### src/rtl/scnn_pkg.sv
// Shared types and constants for the SCNN processing-element control path.
package scnn_pkg;

    localparam int unsigned LANES = 4;
    localparam int unsigned IDX_W = 8;

    typedef logic [IDX_W-1:0] idx_t;

    typedef enum logic [1:0] {
        IDLE  = 2'd0,
        FETCH = 2'd1,
        ISSUE = 2'd2,
        DONE  = 2'd3
    } sched_state_t;

    // Number of LANES-wide chunks needed to hold n entries (ceil(n / LANES)).
    function automatic idx_t chunk_count(input idx_t n);
        logic [IDX_W:0] t;
        t = {1'b0, n} + (IDX_W + 1)'(LANES - 1);
        return idx_t'(t / (IDX_W + 1)'(LANES));
    endfunction

endpackage

### src/rtl/scnn_lane_mask.sv
// Valid-lane mask for one chunk: lanes 0..r-1 set, r = min(LANES, count - chunk*LANES).
module scnn_lane_mask
    import scnn_pkg::*;
#(
    parameter int unsigned ADDR_W = 6
) (
    input  idx_t              count,
    input  logic [ADDR_W-1:0] chunk,
    output logic [LANES-1:0]  mask
);

    localparam int unsigned W = IDX_W + ADDR_W + 1;

    logic [W-1:0] base;
    logic [W-1:0] cnt_w;
    logic [W-1:0] rem;

    // Remaining entries past the chunk base; lanes below that count are valid.
    always_comb begin
        base  = W'(chunk) * W'(LANES);
        cnt_w = W'(count);
        rem   = '0;
        mask  = '0;
        if (cnt_w > base) begin
            rem = cnt_w - base;
            for (int l = 0; l < LANES; l++) begin
                mask[l] = (rem > W'(l));
            end
        end
    end

endmodule

### src/rtl/scnn_pe_scheduler.sv
// Chunk-pair sequencer for one SCNN PE: weight chunks outer, input chunks inner.
// Optional performance counters are built when SCNN_SCHED_PERF_EN is defined.
module scnn_pe_scheduler
    import scnn_pkg::*;
#(
    parameter int unsigned ADDR_W = 6
) (
    input  logic                     clk,
    input  logic                     rst,
    input  logic                     start,
    input  logic [IDX_W-1:0]         num_wt,
    input  logic [IDX_W-1:0]         num_ip,
    output logic                     wt_rd_en,
    output logic                     ip_rd_en,
    output logic [ADDR_W-1:0]        wt_chunk_addr,
    output logic [ADDR_W-1:0]        ip_chunk_addr,
    output logic [IDX_W-1:0]         offset_wt,
    output logic [IDX_W-1:0]         offset_ip,
    input  logic [IDX_W-1:0]         last_ind_wts,
    input  logic [IDX_W-1:0]         last_ind_ips,
    output logic [LANES-1:0]         wt_lane_mask,
    output logic [LANES-1:0]         ip_lane_mask,
    output logic [LANES*LANES-1:0]   prod_mask,
    output logic                     op_valid,
    input  logic                     op_ready,
    output logic                     busy,
    output logic                     done,
    output logic [31:0]              perf_busy_cyc,
    output logic [31:0]              perf_stall_cyc
);

    sched_state_t      state_q, state_d;
    idx_t              num_wt_q, num_wt_d;
    idx_t              num_ip_q, num_ip_d;
    idx_t              nwc_q, nwc_d;
    idx_t              nic_q, nic_d;
    logic [ADDR_W-1:0] wt_addr_q, wt_addr_d;
    logic [ADDR_W-1:0] ip_addr_q, ip_addr_d;
    idx_t              off_wt_q, off_wt_d;
    idx_t              off_ip_q, off_ip_d;

    logic ip_last;
    logic wt_last;

    assign ip_last = (idx_t'(ip_addr_q) + idx_t'(1)) == nic_q;
    assign wt_last = (idx_t'(wt_addr_q) + idx_t'(1)) == nwc_q;

    // Next-state: latch counts on start, advance chunk pair on handshake.
    always_comb begin
        state_d   = state_q;
        num_wt_d  = num_wt_q;
        num_ip_d  = num_ip_q;
        nwc_d     = nwc_q;
        nic_d     = nic_q;
        wt_addr_d = wt_addr_q;
        ip_addr_d = ip_addr_q;
        off_wt_d  = off_wt_q;
        off_ip_d  = off_ip_q;
        case (state_q)
            IDLE: begin
                if (start) begin
                    num_wt_d  = num_wt;
                    num_ip_d  = num_ip;
                    nwc_d     = chunk_count(num_wt);
                    nic_d     = chunk_count(num_ip);
                    wt_addr_d = '0;
                    ip_addr_d = '0;
                    off_wt_d  = '0;
                    off_ip_d  = '0;
                    state_d   = (num_wt == '0 || num_ip == '0) ? DONE : FETCH;
                end
            end
            FETCH: state_d = ISSUE;
            ISSUE: begin
                if (op_ready) begin
                    if (!ip_last) begin
                        ip_addr_d = ip_addr_q + ADDR_W'(1);
                        off_ip_d  = last_ind_ips + idx_t'(1);
                        state_d   = FETCH;
                    end else if (!wt_last) begin
                        ip_addr_d = '0;
                        off_ip_d  = '0;
                        wt_addr_d = wt_addr_q + ADDR_W'(1);
                        off_wt_d  = last_ind_wts + idx_t'(1);
                        state_d   = FETCH;
                    end else begin
                        state_d = DONE;
                    end
                end
            end
            DONE:    state_d = IDLE;
            default: state_d = IDLE;
        endcase
    end

    // State registers with synchronous reset.
    always_ff @(posedge clk) begin
        if (rst) begin
            state_q   <= IDLE;
            num_wt_q  <= '0;
            num_ip_q  <= '0;
            nwc_q     <= '0;
            nic_q     <= '0;
            wt_addr_q <= '0;
            ip_addr_q <= '0;
            off_wt_q  <= '0;
            off_ip_q  <= '0;
        end else begin
            state_q   <= state_d;
            num_wt_q  <= num_wt_d;
            num_ip_q  <= num_ip_d;
            nwc_q     <= nwc_d;
            nic_q     <= nic_d;
            wt_addr_q <= wt_addr_d;
            ip_addr_q <= ip_addr_d;
            off_wt_q  <= off_wt_d;
            off_ip_q  <= off_ip_d;
        end
    end

    assign wt_rd_en      = (state_q == FETCH);
    assign ip_rd_en      = (state_q == FETCH);
    assign op_valid      = (state_q == ISSUE);
    assign busy          = (state_q != IDLE);
    assign done          = (state_q == DONE);
    assign wt_chunk_addr = wt_addr_q;
    assign ip_chunk_addr = ip_addr_q;
    assign offset_wt     = off_wt_q;
    assign offset_ip     = off_ip_q;

    scnn_lane_mask #(
        .ADDR_W (ADDR_W)
    ) u_wt_mask (
        .count (num_wt_q),
        .chunk (wt_addr_q),
        .mask  (wt_lane_mask)
    );

    scnn_lane_mask #(
        .ADDR_W (ADDR_W)
    ) u_ip_mask (
        .count (num_ip_q),
        .chunk (ip_addr_q),
        .mask  (ip_lane_mask)
    );

    // Outer product of the two lane masks, weight lane major.
    always_comb begin
        prod_mask = '0;
        for (int f = 0; f < LANES; f++) begin
            for (int i = 0; i < LANES; i++) begin
                prod_mask[f*LANES+i] = wt_lane_mask[f] & ip_lane_mask[i];
            end
        end
    end

`ifdef SCNN_SCHED_PERF_EN
    logic [31:0] busy_cnt_q;
    logic [31:0] stall_cnt_q;
    logic        perf_clr;

    assign perf_clr = (state_q == IDLE) && start;

    // Saturating busy/stall counters, cleared by reset or an accepted start.
    always_ff @(posedge clk) begin
        if (rst || perf_clr) begin
            busy_cnt_q  <= '0;
            stall_cnt_q <= '0;
        end else begin
            if (busy && busy_cnt_q != '1) begin
                busy_cnt_q <= busy_cnt_q + 32'd1;
            end
            if (op_valid && !op_ready && stall_cnt_q != '1) begin
                stall_cnt_q <= stall_cnt_q + 32'd1;
            end
        end
    end

    assign perf_busy_cyc  = busy_cnt_q;
    assign perf_stall_cyc = stall_cnt_q;
`else
    assign perf_busy_cyc  = '0;
    assign perf_stall_cyc = '0;
`endif

endmodule

### config.mk
export PLATFORM = sky130hd
export DESIGN_NAME = scnn_pe_scheduler
export DESIGN_NICKNAME = d
export VERILOG_FILES = /design/src/rtl/scnn_pkg.sv /design/src/rtl/scnn_lane_mask.sv /design/src/rtl/scnn_pe_scheduler.sv
export SDC_FILE = /design/constraint.sdc
export NUM_CORES = 1
export LEC_CHECK = 0
export BUFFER_PORTS_ARGS = -buffer_cell sky130_fd_sc_hd__buf_2
export CAP_MARGIN = 20
export CORE_MARGIN = 2
export CORE_UTILIZATION = 45
export CTS_BUF_LIST = sky130_fd_sc_hd__clkbuf_16
export DETAILED_ROUTE_END_ITERATION = 16
export PLACE_DENSITY = 0.73
export SLEW_MARGIN = 20
export SYNTH_ARGS = -nofsm -noshare
export SYNTH_HDL_FRONTEND = slang
export SYNTH_SLANG_ARGS = --single-unit
export TNS_END_PERCENT = 30
### constraint.sdc
create_clock -name clk -period 3 [get_ports clk]
set_input_delay 0.3 -clock clk [delete_from_list [all_inputs] [get_ports clk]]
set_output_delay 0.3 -clock clk [all_outputs]
set_load 0.05 [all_outputs]
Word-level counts from Yosys, hierarchy flattened. Index checks and enable logic that the tools add are counted.

Input bits: 36. Word-level logic and storage cells: 91. Register bits after elaboration: 60.

Add/subtract/negate cells: 10. Bitwise gates (word level): 16. Magnitude comparators: 10. Reductions and logical operators: 10. Mux-type cells: 26. Equality and inequality tests: 10.

Operators with widths (count): 15-bit by 1-bit > comparator with 1-bit output, second input constant (4); 15-bit by 2-bit > comparator with 1-bit output, second input constant (4); 8-bit 2-to-1 mux (7); 6-bit 2-to-1 mux (7); 8-bit one-hot mux with 2 select lines (2); 6-bit one-hot mux with 2 select lines (2); 8-bit by 2-bit adder with 9-bit output, second input constant (2); 8-bit by 8-bit subtractor with 9-bit output (2); 8-bit by 1-bit adder with 8-bit output, second input constant (2); 1-bit AND (16); 8-bit > comparator (2); 8-bit zero test (2); 6-bit by 1-bit adder with 7-bit output, second input constant (2); 7-bit == test (2); 6-bit by 1-bit adder with 6-bit output, second input constant (2); 2-bit 2-to-1 mux (5); 4-bit 2-to-1 mux (2); 2-bit one-hot mux with 4 select lines (1); 5-bit AND reduction (1); 2-bit == test, second input constant (2); 2-bit by 1-bit != test with 1-bit output, second input constant (2); 2-bit != test, second input constant (2); 2-bit AND reduction (2); 4-bit AND reduction (1); 5 further kinds (6).

Depth between registers and ports, before layout. Gate-level depths: netlist of the first run.

Depth after elaboration: 6. Mapped depth: 11.

Hierarchy. A second synthesis of the first run with hierarchy kept.

Cell total of the unflattened synthesis: 565. Area, all modules: 4429.2 um2.

By module, submodules not included: scnn_pe_scheduler (seq. area each 1201.2 um2, cells each 474, times used 1, area an instance 3778.6 um2); scnn_lane_mask at u_ip_mask (seq. area each 0.0 um2, cells each 45, times used 1, area an instance 325.3 um2); scnn_lane_mask at u_wt_mask (seq. area each 0.0 um2, cells each 46, times used 1, area an instance 325.3 um2).

Worst setup path after synthesis of the first run. Ideal clock, no wire load.

Kind: register to output. Start: register ip_addr_q[0] (netlist: ip_chunk_addr[0]). End: output port prod_mask[0]. Stages on the path, launching flop included: 11. Path slack: -0.777 ns. Arrival: 3.477 ns. Buffers on the path: 0. Cell sequence: dfxtp_1 -> ha_1 -> inv_1 -> fa_1 -> a21o_1 -> a21o_1 -> a21o_1 -> a21oi_1 -> nor4_1 -> and2_1 -> nor3_1.

Longest elaborated chain between the ends: 4. Elaborated cells between the ends (all ways): 5. Classes of those cells: add/sub: 1; order compare: 2; mux: 1; bitwise: 1.

Ends and longest elaborated chain: start, declared (line scnn_pe_scheduler.sv:38) `logic [ADDR_W-1:0] ip_addr_q, ip_addr_d;`; start signal, assigned (line scnn_pe_scheduler.sv:115) `ip_addr_q <= ip_addr_d;`; 8-bit by 8-bit subtractor with 9-bit output (line scnn_lane_mask.sv:25) `rem = cnt_w - base;`; 15-bit by 1-bit > comparator with 1-bit output (line scnn_lane_mask.sv:27) `mask[l] = (rem > W'(l));`; 4-bit 2-to-1 mux * (line scnn_lane_mask.sv:24) `if (cnt_w > base) begin`; 1-bit AND * (line scnn_pe_scheduler.sv:152) `prod_mask[f*LANES+i] = wt_lane_mask[f] & ip_lane_mask[i];`; end, declared (line scnn_pe_scheduler.sv:23) `output logic [LANES*LANES-1:0] prod_mask,`.

Mark *: on every way between the ends. The rest lies on a longest branch, timed or not.

Worst setup path in the final report of the first run.
Start: register num_wt_q[2]. End: output port prod_mask[10].

Longest elaborated chain between the ends: 4. Elaborated cells between the ends (all ways): 5. Classes of those cells: add/sub: 1; order compare: 2; mux: 1; bitwise: 1.

Ends and longest elaborated chain: start, declared (line scnn_pe_scheduler.sv:33) `idx_t num_wt_q, num_wt_d;`; start signal, assigned (line scnn_pe_scheduler.sv:110) `num_wt_q <= num_wt_d;`; 8-bit by 8-bit subtractor with 9-bit output (line scnn_lane_mask.sv:25); 15-bit by 2-bit > comparator with 1-bit output (line scnn_lane_mask.sv:27); 4-bit 2-to-1 mux * (line scnn_lane_mask.sv:24); 1-bit AND * (line scnn_pe_scheduler.sv:152).

Marks and branches as above.

==> impl_results.md, run 1 <==
- Worst VDD drop: 0.4569 mV
- Vias in the first global route: 3811
- Top post-synthesis cells by area: dfxtp_1 (27%), buf_4 (11%), xnor2_1 (4.8%)
- Top cell type's share of synthesized area: 0.2746
- HP Class: in -> reg
- Initial antenna violation count: 0
- Origin of the worst min-delay path: last_ind_ips[0]
- CTS Buf Count: 9
- R2R Path Start: wt_chunk_addr[0]$_SDFFE_PP0P_
- Antenna Cells: 0
- Global-route met2 utilization: 0.3685
- Area leader, netlist: dfxtp_1
- Failing checks: negative setup slack
- Crit-path slowest cell: or4b_4
- Most common cell in the netlist: buf_4
- Global-route wire length before repair: 17390 um
- NumNets Final: 707
- Met1 GRT Util: 0.2407
- Total global-route track usage: 0.2072
- Clock transition at the registers of the reported paths: 0.05 ns
- Fmax: 305.3 MHz
- Outcome: finished with violations
- Switching Share: 0.4138
- Relative slew slack: 0.4985
- Number of remaining DRC errors: 0
- Core Box Area: 9328 um2
- Hold Path Depth: 2
- R2r endpoint: offset_ip[0]$_SDFFE_PP0P_
- Placed insts: 767
- Setup Skew: 0.007068 ns
- Final worst slack: -0.2750 ns
- Synthesized cell area: 4374 um2
- Mapped Avg Cell Area: 7.924 um2
- I/O Pins: 157
- #FFs+latches synth: 60
- GR peak layer: met2
- Syn Inst Count: 552
- Layout cells sized above 1: 0.2903
- Worst-Margin Slew: 0.7505 ns
- # setup viols final: 21
- Pin count of the biggest net entering global routing: 30
- Setup crit start kind: register
- Dpl cell area: 5005 um2
- Row count: 35
- CTS max path bufs: 2
- Clk pwr share: 0.300
- Register area share after synthesis: 0.2746
- Async set-reset flop share out of synthesis: 0
- Fillers: 823
- Final hold viol count: 0
- RSZ-0062 raised after global routing: yes
- Post-synthesis cell type count: 64
- Detailed placer's ending HPWL: 8190 um
- GP Congestion: 0.8531
- Worst Reg-to-Reg Cells: 10
- CP peak stage delay: 0.54 ns
- Post-Route WL: 10950 um
- Worst hold endpoint: offset_ip[0]$_SDFFE_PP0P_
- Worst EP arrival: 2.97 ns
- Area Growth Syn to Fin: 26.66%
- Layout Utilization: 0.5940
- DRC marker count from the first detailed-route iteration: 158
- Multi-input gate area: 2997 um2
- Clock root buffer: clkbuf_16
- CP cell instances: inv_2 -> ha_4 -> inv_2 -> fa_2 -> a21oi_2 -> o21ai_2 -> xnor2_1 -> o21ai_1 -> or4b_4 -> a2111oi_4 -> buf_12 -> nor3b_4 -> buf_6
- CTS tree: built
- Cts hold-fix bufs: 0
- Gate power share: 0.448
- TNS Setup: -4.021 ns
- Total leakage power: 2.377 nW
- Final Non-Filler Cells: 787
- Peak fanout along the critical path: 5
- NetSw: 1.432 mW
- Crit end category: primary output
- Pre-antenna DRT Iters: 4
- Chip height: 102.6 um
- Yosys Warn Count: 0
- Min Tclk post-route: 3.275 ns
- DR vias: 4043
- Antenna viol nets, final: 0
- Final Instance Area: 5540 um2
- Top cells by count, synth: buf_4 (67), dfxtp_1 (60), nand2_1 (54), nor2_1 (46), a21oi_1 (35)
- Die footprint: 10520 um2
- Grt ovf: 0
- Register area: 1227 um2
- Initial Util: 0.4689
- Period Utilization, post-route: 1.092
- H-Tree Depth: 3
- Reg2Reg Setup Slack: 0.29 ns
- Clk sinks: 60
- Chip width: 102.6 um
- Global-route met3 utilization: 0.05017
- Top FF cell, synth: dfxtp_1
- Worst skew pair latency: 0.33 ns
- Post-synth EDFFs: 0
- Most used cell, CP: inv_2
- Internal power: 2.029 mW
- Pwr dens: 624.7 nW/um2
- CP required: 2.70 ns
- Max-slew violations: 0
- MaxCap Viol Count: 0
- Port bufs: 92
- Crit path kind: reg -> out
- Vias per inst: 5.137
- Detailed-route wire length per cell: 13.92 um
- Sequential power share: 0.251
## layer usage
metal	share of wire	routed length [um]
met5	0	0
met4	0.026	289
met3	0.052	566
met2	0.51	5578
met1	0.41	4518
## how the worst max path moves through the flow
stage	from	endpoint	slack (ns)
floorplan	ip_chunk_addr[0]$_SDFFE_PP0P_	prod_mask[7]	-0.20
global placement	num_wt_q[2]$_SDFFE_PP0P_	prod_mask[10]	0.01
detailed placement	num_wt_q[2]$_SDFFE_PP0P_	prod_mask[10]	-0.06
CTS	num_wt_q[2]$_SDFFE_PP0P_	prod_mask[10]	-0.33
global route	num_wt_q[2]$_SDFFE_PP0P_	prod_mask[10]	-0.40
finish	num_wt_q[2]$_SDFFE_PP0P_	prod_mask[10]	-0.27
## metrics by stage
step | setup slack, ns | hold WS (ns) | total power, mW
floorplan | -0.1981 | 0.3885 | 2.049
global placement | 0.01140 | 0.4506 | 2.239
detailed placement | -0.06058 | 0.4548 | 2.263
CTS | -0.3254 | 0.2011 | 3.442
global route | -0.3987 | 0.2053 | 3.611
finish | -0.2750 | 0.2058 | 3.461
## logic make-up (layout without fill, tap and decap cells)
group | Yosys count | count (layout) | share of synthesized area
other | 1 | 64 | 0.0008573
muxes | 4 | 4 | 0.009439
and+or+nand+nor | 209 | 209 | 0.2428
xor gates and xnor gates | 42 | 42 | 0.08581
DFF | 60 | 60 | 0.2746
adders and majority gates | 18 | 18 | 0.05492
AOI/OAI and AO/OA | 112 | 112 | 0.1802
buffers and inverters | 106 | 149 | 0.1513
## cell usage in the layout (no fill, tap or decap), types with 10 or more instances in the layout
cell / n
nand3_1: 30
inv_1: 20
conb_1: 64
dfxtp_1: 47
nand2_1: 52
xor2_1: 17
nor3_1: 14
clkbuf_16: 10
buf_4: 18
nor2_1: 40
xnor2_1: 24
buf_6: 24
a21oi_1: 34
buf_2: 69
ha_1: 12
a211oi_1: 15
## power groups by stage
stage	clock network, mW	registers, mW	logic, mW
3_5_place_dp	0	0.885	1.38
4_1_cts	1.05	0.869	1.52
5_1_grt	1.09	0.875	1.65
2_1_floorplan	0	0.899	1.15
6_report	1.04	0.870	1.55
3_3_place_gp	0	0.882	1.36
## sequential cells by signal, summed over array words and instances (netlist names)
name,flops
num_wt_q,8
nwc_q,7
wt_chunk_addr,6
offset_wt,8
nic_q,7
offset_ip,8
ip_chunk_addr,6
num_ip_q,8
state_q,2
## critical path, delay by kind of cell (launching register included)
kind / cells / cell delay, ns
adders and majority gates: 2 / 0.47
buffers and inverters: 4 / 0.45
and+or+nand+nor: 2 / 0.59
xor gates and xnor gates: 1 / 0.13
DFF: 1 / 0.32
AOI/OAI and AO/OA: 4 / 0.69
## layout make-up
class                   count  area share
well taps                 129     0.02913
repair buffers            112      0.1391
multi-input cells         449      0.5409
inverters                  21     0.01423
flip-flops and latches     60      0.2215
clock inverters             6    0.009937
clock buffers              10     0.04517
## what timing repair did
item | CTS | global route
pin swaps | 5 | 5
buffers inserted | 2 | 2
resized for setup | 53 | 9
gates cloned | 0 | 0
setup endpoints to repair | 23 | 24
Note: power is estimated with default switching activity, not from simulation.
==> run 2, diff against run 1 <==
==> constraint.sdc (replaced) <==
create_clock -name clk -period 3 [get_ports clk]
set_input_delay 0.15 -clock clk [delete_from_list [all_inputs] [get_ports clk]]
set_output_delay 0.15 -clock clk [all_outputs]
set_load 0.05 [all_outputs]
==> run 2 against run 1 <==
Effect of this change:
- the flow still finishes with violations (negative setup slack)
- critical endpoint is now prod_mask[1]
- cell area down 1.7%
- sequential power about the same
- maximum frequency up 6.9%
- via count up 2.9%
- hold slack worse by 0.15 ns
- critical path depth unchanged
- largest cell class unchanged
- first-iteration DRC count up 17%
- total power down 0.90%
- clock skew about the same
- combinational power down 4%
- global-route usage up 0.76 points
- wire length up 5.9%
- critical path type unchanged
==> impl_results.md, run 2 (synthesized netlist as in run 1, its figures left out) <==
- Internal power: 2.018 mW (was 2.029 mW)
- Pre-antenna DRT Iters: 5 (was 4)
- Setup crit start kind: register (unchanged)
- Initial Util: 0.4689 (unchanged)
- Clock root buffer: clkbuf_16 (unchanged)
- Core Box Area: 9328 um2 (unchanged)
- Number of remaining DRC errors: 0 (unchanged)
- HP Class: in -> reg (unchanged)
- Relative slew slack: 0.4688 (was 0.4985)
- Crit end category: primary output (unchanged)
- Overall Power: 3.430 mW (was 3.461 mW)
- CP peak stage delay: 0.56 ns (was 0.54 ns)
- Setup Skew: 0.006864 ns (was 0.007068 ns)
- Detailed placer's ending HPWL: 8375 um (was 8190 um)
- CP cell instances: inv_2 -> ha_4 -> inv_2 -> fa_2 -> a21oi_2 -> o21ai_2 -> xnor2_1 -> o21ai_1 -> or4b_4 -> nor4b_4 -> buf_4 -> nor3_2 -> buf_6 (was inv_2 -> ha_4 -> inv_2 -> fa_2 -> a21oi_2 -> o21ai_2 -> xnor2_1 -> o21ai_1 -> or4b_4 -> a2111oi_4 -> buf_12 -> nor3b_4 -> buf_6)
- Final worst slack: -0.06297 ns (was -0.2750 ns)
- Commonest non-fill, non-tap cell in the layout: buf_2 (unchanged)
- Worst VDD drop: 0.4198 mV (was 0.4569 mV)
- Total global-route track usage: 0.2147 (was 0.2072)
- Global-route met2 utilization: 0.3826 (was 0.3685)
- CP Depth: 13 (unchanged)
- CTS max path bufs: 2 (unchanged)
- Final Non-Filler Cells: 789 (was 787)
- GR peak layer: met2 (unchanged)
- RSZ-0062 raised after global routing: yes (unchanged)
- Worst-Margin Slew: 0.7949 ns (was 0.7505 ns)
- Worst Hold Slack: 0.05755 ns (was 0.2058 ns)
- Switching Share: 0.4115 (was 0.4138)
- Min Tclk post-route: 3.063 ns (was 3.275 ns)
- Vias per inst: 5.274 (was 5.137)
- Global-route met3 utilization: 0.05220 (was 0.05017)
- Pre-CTS setup slack: -0.1673 ns (was -0.06058 ns)
- I/O Pins: 157 (unchanged)
- Worst EP arrival: 2.91 ns (was 2.97 ns)
- Die footprint: 10520 um2 (unchanged)
- Final Instance Area: 5448 um2 (was 5540 um2)
- Max-slew violations: 0 (unchanged)
- Clk pwr share: 0.311 (was 0.300)
- Chip width: 102.6 um (unchanged)
- CTS Buf Count: 9 (unchanged)
- Worst Reg-to-Reg Cells: 10 (unchanged)
- CP top delay family: simple AND/OR/NAND/NOR gates (was compound AO/OA/AOI/OAI gates)
- Most used cell, CP: inv_2 (unchanged)
- Vias in the first global route: 3804 (was 3811)
- Post-Route WL: 11600 um (was 10950 um)
- Dpl cell area: 4848 um2 (was 5005 um2)
- MaxCap Viol Count: 0 (unchanged)
- Commonest cells after routing, fill and taps aside: buf_2 (72), conb_1 (64), nand2_1 (54) (was buf_2 (69), conb_1 (64), nand2_1 (52))
- R2R Path Start: wt_chunk_addr[0]$_SDFFE_PP0P_ (unchanged)
- Reg2Reg Setup Slack: 0.25 ns (was 0.29 ns)
- Clk sinks: 60 (unchanged)
- Layout Utilization: 0.5840 (was 0.5940)
- TNS Setup: -0.6703 ns (was -4.021 ns)
- Grt ovf: 0 (unchanged)
- Sequential power share: 0.254 (was 0.251)
- Worst skew pair latency: 0.33 ns (about the same)
- CP endpoint: prod_mask[1] (was prod_mask[10])
- Pwr dens: 629.6 nW/um2 (was 624.7 nW/um2)
- Placed insts: 764 (was 767)
- Detailed-route wire length per cell: 14.70 um (was 13.92 um)
- Outcome: finished with violations (unchanged)
- Total leakage power: 2.383 nW (was 2.377 nW)
- NetSw: 1.412 mW (was 1.432 mW)
- Clock transition at the registers of the reported paths: 0.05 ns (about the same)
- Final hold viol count: 0 (unchanged)
- H-Tree Depth: 3 (unchanged)
- CP required: 2.85 ns (was 2.70 ns)
- Chip height: 102.6 um (unchanged)
- Peak fanout along the critical path: 5 (unchanged)
- # setup viols final: 20 (was 21)
- Port bufs: 92 (unchanged)
- Antenna viol nets, final: 0 (unchanged)
- Failing checks: negative setup slack (unchanged)
- Row count: 35 (unchanged)
- NumNets Final: 709 (was 707)
- DR vias: 4161 (was 4043)
- Layout cells sized above 1: 0.2853 (was 0.2903)
- CP startpoint: num_wt_q[2]$_SDFFE_PP0P_ (unchanged)
- Initial antenna violation count: 0 (unchanged)
- Fillers: 847 (was 823)
- DRC marker count from the first detailed-route iteration: 185 (was 158)
- Met1 GRT Util: 0.2567 (was 0.2407)
- GP Congestion: 0.9304 (was 0.8531)
- Worst path buffer plus inverter count: 4 (unchanged)
- Pin count of the biggest net entering global routing: 37 (was 30)
- Gate power share: 0.434 (was 0.448)
- Period Utilization, post-route: 1.021 (was 1.092)
- Fmax: 326.5 MHz (was 305.3 MHz)
- CTS tree: built (unchanged)
- Area Growth Syn to Fin: 24.54% (was 26.66%)
- Crit-path slowest cell: or4b_4 (unchanged)
- Crit path kind: reg -> out (unchanged)
- R2r endpoint: offset_ip[4]$_SDFFE_PP0P_ (was offset_ip[0]$_SDFFE_PP0P_)
- Global-route wire length before repair: 18110 um (was 17390 um)
- Cts hold-fix bufs: 0 (unchanged)
## run 2: cell types whose count changed in the layout (fill, tap and decap cells not counted), sizes merged
cell / previous run / this run
clkinvlp: 1 / 0
inv: 23 / 22
diode: 0 / 1
buf: 112 / 114
clkinv: 2 / 3
bufinv: 1 / 2
clkbuf: 10 / 9
## run 2: worst min-delay path by stage
stage	startpoint	end	slack, ns	cells past startpoint
floorplan	rst	state_q[0]$_SDFFE_PP0P_	0.24	1
global placement	last_ind_ips[0]	offset_ip[0]$_SDFFE_PP0P_	0.39	2
detailed placement	last_ind_ips[0]	offset_ip[0]$_SDFFE_PP0P_	0.40	2
CTS	last_ind_ips[0]	offset_ip[0]$_SDFFE_PP0P_	0.05	2
global route	last_ind_ips[0]	offset_ip[0]$_SDFFE_PP0P_	0.06	2
finish	last_ind_ips[0]	offset_ip[0]$_SDFFE_PP0P_	0.06	2
## run 2: what timing repair did
item                       4_1_cts  5_1_grt
setup endpoints to repair       23       23
buffers inserted                 6        3
pin swaps                        9       16
resized for setup               54       23
## run 2: layout make-up
type / instances / area [um2] / share of cell area
Multi-Input combinational cell: 449 / 2924 / 0.5367
Sequential cell: 60 / 1215 / 0.2230
Timing Repair Buffer: 114 / 762.0 / 0.1399
Clock buffer: 9 / 225.2 / 0.04134
Tap cell: 129 / 161.4 / 0.02963
Clock inverter: 6 / 78.83 / 0.01447
Inverter: 21 / 78.83 / 0.01447
Antenna cell: 1 / 2.502 / 0.0004593
## run 2: power by group through the flow
stage | sequential [mW] | clock, mW | combinational, mW
finish | 0.873 | 1.07 | 1.49
global route | 0.877 | 1.12 | 1.57
detailed placement | 0.886 | 0 | 1.28
floorplan | 0.901 | 0 | 1.08
CTS | 0.871 | 1.07 | 1.42
global placement | 0.885 | 0 | 1.25
## run 2: per-layer routing
layer  up-vias  part of all wire
li1       2009                 -
met5         -                 0
met3        27             0.054
met1      1986              0.40
met2       139              0.52
met4         0             0.023
